[src/rtl/ped_crossing_ctrl.sv]
// Pedestrian crossing: latch button, run WALK / flashing DON'T-WALK from next NS-red start; countdown via PED_COUNTDOWN_EN.
// Latency: btn -> req_pending 3 clk, ns_r rise -> walk 1 clk, ns_r drop -> DON'T-WALK 1 clk.
// Backpressure: none; all outputs are lamp levels, inputs are sampled every clk.
module ped_crossing_ctrl #(
  parameter int WALK_TIME  = 3,
  parameter int FLASH_TIME = 2,
  parameter int CNT_W      = 4
) (
  input  logic             clk,
  input  logic             rst_n,
  input  logic             tick,
  input  logic             ns_r,
  input  logic             btn,
  output logic             walk,
  output logic             dont_walk,
  output logic             req_pending
`ifdef PED_COUNTDOWN_EN
  ,
  output logic [CNT_W-1:0] countdown
`endif
);

  typedef enum logic [1:0] {S_IDLE, S_WAIT, S_WALK, S_FLASH} state_t;

  state_t           state, state_nxt;
  logic [CNT_W-1:0] cnt, cnt_nxt;
  logic             flash_ph, flash_ph_nxt;
  logic             req, req_nxt;
  logic             btn_s1, btn_s2, btn_s3;
  logic             ns_r_q;
  logic             btn_rise, ns_r_rise;
  logic             walk_done, flash_done;

  // btn is asynchronous: two sync flops, third flop for edge detection
  always_ff @(posedge clk or negedge rst_n) begin
    if (!rst_n) begin
      btn_s1 <= 1'b0;
      btn_s2 <= 1'b0;
      btn_s3 <= 1'b0;
      ns_r_q <= 1'b0;
    end else begin
      btn_s1 <= btn;
      btn_s2 <= btn_s1;
      btn_s3 <= btn_s2;
      ns_r_q <= ns_r;
    end
  end

  assign btn_rise   = btn_s2 & ~btn_s3;
  assign ns_r_rise  = ns_r & ~ns_r_q;
  assign walk_done  = (cnt == CNT_W'(WALK_TIME - 1));
  assign flash_done = (cnt == CNT_W'(FLASH_TIME - 1));

  always_ff @(posedge clk or negedge rst_n) begin
    if (!rst_n) begin
      state    <= S_IDLE;
      cnt      <= '0;
      flash_ph <= 1'b0;
      req      <= 1'b0;
    end else begin
      state    <= state_nxt;
      cnt      <= cnt_nxt;
      flash_ph <= flash_ph_nxt;
      req      <= req_nxt;
    end
  end

  always_comb begin
    state_nxt    = state;
    cnt_nxt      = cnt;
    flash_ph_nxt = flash_ph;
    req_nxt      = req | btn_rise;
    case (state)
      S_IDLE: begin
        if (req) state_nxt = S_WAIT;
      end
      S_WAIT: begin
        // only a fresh NS-red start is served, never the middle of a red phase
        if (ns_r_rise) begin
          state_nxt = S_WALK;
          cnt_nxt   = '0;
          req_nxt   = btn_rise;
        end
      end
      S_WALK: begin
        if (!ns_r) begin
          state_nxt    = req ? S_WAIT : S_IDLE;
          cnt_nxt      = '0;
          flash_ph_nxt = 1'b0;
        end else if (tick) begin
          if (walk_done) begin
            state_nxt    = S_FLASH;
            cnt_nxt      = '0;
            flash_ph_nxt = 1'b1;
          end else begin
            cnt_nxt = cnt + CNT_W'(1);
          end
        end
      end
      S_FLASH: begin
        if (!ns_r) begin
          state_nxt    = req ? S_WAIT : S_IDLE;
          cnt_nxt      = '0;
          flash_ph_nxt = 1'b0;
        end else if (tick) begin
          if (flash_done) begin
            state_nxt    = req ? S_WAIT : S_IDLE;
            cnt_nxt      = '0;
            flash_ph_nxt = 1'b0;
          end else begin
            cnt_nxt      = cnt + CNT_W'(1);
            flash_ph_nxt = ~flash_ph;
          end
        end
      end
      default: begin
        state_nxt    = S_IDLE;
        cnt_nxt      = '0;
        flash_ph_nxt = 1'b0;
      end
    endcase
  end

  always_comb begin
    walk        = (state == S_WALK);
    dont_walk   = (state == S_FLASH) ? flash_ph : (state != S_WALK);
    req_pending = req;
  end

`ifdef PED_COUNTDOWN_EN
  logic [CNT_W-1:0] countdown_nxt;

  always_comb begin
    case (state_nxt)
      S_WALK:  countdown_nxt = CNT_W'(WALK_TIME) - cnt_nxt + CNT_W'(FLASH_TIME);
      S_FLASH: countdown_nxt = CNT_W'(FLASH_TIME) - cnt_nxt;
      default: countdown_nxt = '0;
    endcase
  end

  always_ff @(posedge clk or negedge rst_n) begin
    if (!rst_n) countdown <= '0;
    else        countdown <= countdown_nxt;
  end
`endif

  a_lamps_exclusive: assert property (@(posedge clk) disable iff (!rst_n) !(walk && dont_walk));
  a_walk_needs_red:  assert property (@(posedge clk) disable iff (!rst_n) walk |-> ns_r_q);

endmodule

[config.mk]
export PLATFORM = sky130hd
export DESIGN_NAME = ped_crossing_ctrl
export DESIGN_NICKNAME = d
export VERILOG_FILES = /design/src/rtl/ped_crossing_ctrl.sv
export SDC_FILE = /design/constraint.sdc
export NUM_CORES = 1
export LEC_CHECK = 0
export BUFFER_PORTS_ARGS = -buffer_cell sky130_fd_sc_hd__buf_2
export CAP_MARGIN = 20
export CORE_AREA = 2 2 39 41
export DETAILED_ROUTE_END_ITERATION = 6
export DIE_AREA = 0 0 41 43
export SLEW_MARGIN = 20
export SYNTH_ARGS = -nofsm -noshare
export SYNTH_HDL_FRONTEND = slang
export SYNTH_SLANG_ARGS = --single-unit
[constraint.sdc]
create_clock -name clk -period 2.55 [get_ports clk]
set_input_delay 0.51 -clock clk [delete_from_list [all_inputs] [get_ports clk]]
set_output_delay 0.51 -clock clk [all_outputs]
set_load 0.005 [all_outputs]
After elaboration in Yosys (flattened, before gate mapping)
Index checks and enable logic that the tools add are counted.
{ "totals": {"in_bits": 5, "ff_bits": 12} }
{ "op_classes": {"n_bitwise": 6, "n_eq_ne": 12, "n_mux": 28, "n_reduce_logical": 6, "add_sub_neg": 1} }
{ "op_table": {"columns": ["op", "n"], "rows": [
  ["4-bit two-way mux", 7],
  ["2-bit two-way mux", 8],
  ["4-bit one-hot mux with 3 select lines", 1],
  ["1-bit two-way mux", 10],
  ["3-bit != test, second input constant", 3],
  ["2-bit one-hot mux with 4 select lines", 1],
  ["4-bit AND reduction", 2],
  ["2-bit != test, second input constant", 3],
  ["6-bit AND reduction", 1],
  ["4-bit by 1-bit adder with 4-bit output, second input constant", 1],
  ["2-bit equality test, second input constant", 2],
  ["4-bit by 1-bit equality test with 1-bit output, second input constant", 1],
  ["4-bit by 2-bit equality test with 1-bit output, second input constant", 1],
  ["3-bit by 2-bit != test with 1-bit output, second input constant", 1],
  ["1-bit inverter", 3],
  ["3-bit nonzero test", 1],
  ["1-bit bitwise AND", 2],
  ["2-bit by 1-bit equality test with 1-bit output, second input constant", 1],
  ["2-bit zero test", 1],
  ["1-bit one-hot mux with 2 select lines", 1],
  ["2-bit nonzero test", 1],
  ["1-bit bitwise OR", 1]
]} }

Depth between registers and ports, before layout
{ "depth": {"word_depth": 5, "depth_mapped": 5} }

Worst setup path before layout
No wires, ideal clock.
{ "synth_path": {"path_type": "input port to flip-flop", "from": "input port ns_r", "to": "register cnt[2]", "setup_slack_ns": 1.157, "arrival_time_ns": 1.324, "path_buffers": 0, "required_ns": 2.481, "cell_stages": 4, "cell_sequence": "and4bb_4 a21oi_2 or4_1 nand3_1"} }
{ "synth_between": {"elab_chain_cells": 3, "elab_cells_between_ends": 8} }
{ "synth_lines": {"columns": ["element", "line_no", "rtl"], "rows": [
  ["start: declaration", "12", "input logic ns_r,"],
  ["1-bit bitwise AND", "50", "assign ns_r_rise = ns_r & ~ns_r_q;"],
  ["2-bit != test (no line)", null, null],
  ["4-bit AND reduction (no line)", null, null],
  ["end signal: assignment", "62", "cnt <= cnt_nxt;"],
  ["end: declaration", "26", "logic [CNT_W-1:0] cnt, cnt_nxt;"]
]} }
Several ways; a longest one is shown, not always the timed one.
A chain may end at the register's enable or synchronous reset.

Final worst setup path
{ "layout_path": {"from": "register state[1]", "to": "output port walk"} }
{ "layout_between": {"elab_chain_cells": 1} }
{ "layout_lines": {"columns": ["element", "line_no", "rtl"], "rows": [
  ["start: declaration", "25", "state_t state, state_nxt;"],
  ["start signal: assignment", "61", "state <= state_nxt;"],
  ["2-bit equality test", "125", "walk = (state == S_WALK);"],
  ["end: declaration", "14", "output logic walk,"]
]} }
Every way passes these cells.

==> summary.md <==
| Metric | Value |
|---|---|
| Status | completed |
| Total CTS buffers | 3 |
| Setup Skew | 9.636 ps |
| Max-Cap Viols | 0 |
| TNS Setup | 0 ps |
| Post-CTS setup buffer count | 0 |
| Setup-failing EPs final | 0 |
| Worst Tran Pin Value | 575.1 ps |
| Worst r2r path cells | 4 |
| Skew-Pair Late Insertion Delay | 280 ps |
| Ys async rst share | 1.000 |
| Diode count | 0 |
| Synth Register Bits | 12 |
| Fin cells | 84 |
| Seq pwr share | 0.488 |
| First-pass GRT wire length | 1.980 mm |
| Clock group share of total power | 0.287 |
| Cell family with most CP delay | flip-flops |
| Post-DP HPWL | 744 µm |
| Crit. End Element | output pin |
| Final worst path period share | 0.6325 |
| Rel. slew slack | 0.6112 |
| Antenna violations before repair | 0 |
| Net count after synthesis | 64 |
| R2R Setup Slk | 960 ps |
| Mapped cell area | 595.6 µm² |
| Met1 wire length | 557 µm |
| Total global routing overflow | 0 |
| Post-CTS Hold Buffers | 0 |
| Post-synthesis sequential area ratio | 0.5042 |
| Final min period | 1613 ps |
| Leakage | 0.2977 nW |
| Cells after Synth | 59 |
| Clk slew on worst S/H paths | 80 ps |
| Gpl congestion | 0.8291 |
| Htree depth | 1 |
| Vias | 483 |
| CP Launch Type | register |
| Max Fclk | 0.6200 GHz |
| Clk root buf | clkbuf_4 |
| Final Core Density | 0.4837 |
| EDFF count, synth | 0 |
| Critical path arrival | 1100 ps |
| Met3 WL | 65 µm |
| Slew Limit Fails | 0 |
| Ys flop type | dfrtp_1 |
| PortBufs | 7 |
| Cell Chain, Critical Path | nor2b_1, buf_2 |
| DRT antenna net count | 0 |
| Die footprint | 1763 µm² |
| Area fraction of the dominant cell type after synthesis | 0.5042 |
| Nets | 74 |
| Final Power | 0.5418 mW |
| Synth top cells by count | dfrtp_1 (12), nand2_1 (5) |
| RSZ-0062 raised after global routing | false |
| CP max-delay cell | dfrtp_1 |
| Final worst slack | 937.2 ps |
| Top sig layer | met4 |
| Worst hold path class | input port to async pin |
| CP max FO | 11 |
| Final hold violation count | 0 |
| Die W | 41 µm |
| Reg-to-reg critical path endpoint | cnt[2] |
| CTS tree | done |
| Starting Density | 0.4304 |
| Peak supply drop | 0.3453 mV |
| Logic pwr share | 0.224 |
| I/O pin total | 8 |
| DR vias/cell | 5.750 |
| NetSw | 0.1735 mW |
| Pre-antenna DRT Iters | 4 |
| Routed WL | 1.107 mm |
| Dpl cells | 80 |
| Largest net degree at the start of global routing | 13 |
| DRT iter0 DRCs | 35 |
| Mapped Avg Cell Area | 10.09 µm² |
| Synth area leaders | dfrtp_1 (50%), nor2b_1 (4.2%), nand3_1 (3.4%), nand2_1 (3.2%), nor4b_1 (2.9%) |
| Most numerous cell in the Yosys netlist | dfrtp_1 |
| Vias in the first global route | 436 |
| Cell internal pwr | 0.3683 mW |
| Area grow syn2layout | 12.39% |
| WS Path Type | register to output pin |
| Switching share of total power | 0.3202 |
| RR Startpoint | state[1] |
| DRC | 0 |
| Share of cells above drive strength 1 | 0.2353 |
| Row cnt | 14 |
| Crit path buf inv count | 1 |
| Die height | 43 µm |
| Avg WL per Cell | 13.18 µm |
| Synth area leader | dfrtp_1 |
| Routed wl met2 | 464 µm |
| Pre-CTS setup slack | 902.9 ps |
| Critical Path RT | 2040 ps |
| Clock sink count | 12 |
| Core footprint | 1384 µm² |
| All-Layer GR Usage | 0.1692 |
| PwrDens | 809.4 nW/µm² |
| Post_cts resized | 0 |
| Syn. warnings | 0 |
| Netlist cell types | 26 |
| Max incr delay on CP | 550 ps |
| Clock buffer depth | 2 |
cells by family (layout without fill, tap and decap cells):
logic type | count (synthesis) | count (layout) | synth area share
AOI/OAI and AO/OA | 16 | 16 | 0.1933
buffers and inverters | 6 | 15 | 0.05460
DFF | 12 | 12 | 0.5042
and+or+nand+nor | 25 | 25 | 0.2479
sequential cells by signal, summed over array words and instances (netlist names):
signal and flops:
state 2, flash_ph 1, btn_s3 1, cnt 4, req_pending 1, ns_r_q 1, btn_s1 1, btn_s2 1
power groups by stage:
stage | logic, mW | clock network, mW | registers, mW
after floorplan | 0.117 | 0 | 0.243
after detailed placement | 0.123 | 0 | 0.269
after CTS | 0.123 | 0.160 | 0.266
after global placement | 0.123 | 0 | 0.269
final | 0.122 | 0.156 | 0.264
after global routing | 0.142 | 0.165 | 0.271
metal layers:
metal / GRT usage / vias up
li1: - / 233
met1: 0.2534 / 227
met2: 0.2094 / 19
met3: 0.03141 / 4
met4: 0.1200 / 0
met5: 0 / -
cell type report:
class	count	area [µm²]
fillers	124	714.4
flip-flops and latches	12	300.3
multi-input cells	41	262.8
clock buffers	4	36.28
repair buffers	7	35.03
well taps	16	20.02
inverters	4	15.01
through the flow:
step	hold WS (ps)	area [µm²]
2_1_floorplan	214.4	595.6
4_1_cts	96.22	669.4
3_3_place_gp	349.8	633.1
6_report	81.09	669.4
5_1_grt	113.8	669.4
3_5_place_dp	352.4	633.1
how the worst max path moves through the flow:
stage / start / end / slack [ps] / cells past startpoint
after detailed placement: ns_r / cnt[2] / 900 / 5
after CTS: state[1] / walk / 940 / 2
after floorplan: ns_r / cnt[2] / 1160 / 4
after global placement: ns_r / cnt[2] / 930 / 5
after global routing: state[1] / walk / 850 / 2
final: state[1] / walk / 940 / 2
layout by cell type, fill, tap and decap left out, types with 2 or more instances in the layout:
cell type,Yosys,layout
buf_2,0,7
nand3_1,4,4
nor2b_1,4,4
nor4b_1,2,2
inv_1,4,4
a31oi_1,2,2
nand2b_1,2,2
o21ai_0,3,3
nor2_1,4,4
nand2_1,5,5
clkbuf_4,0,3
dfrtp_1,12,12
o31ai_1,2,2
(Power assumes the default switching activity.)
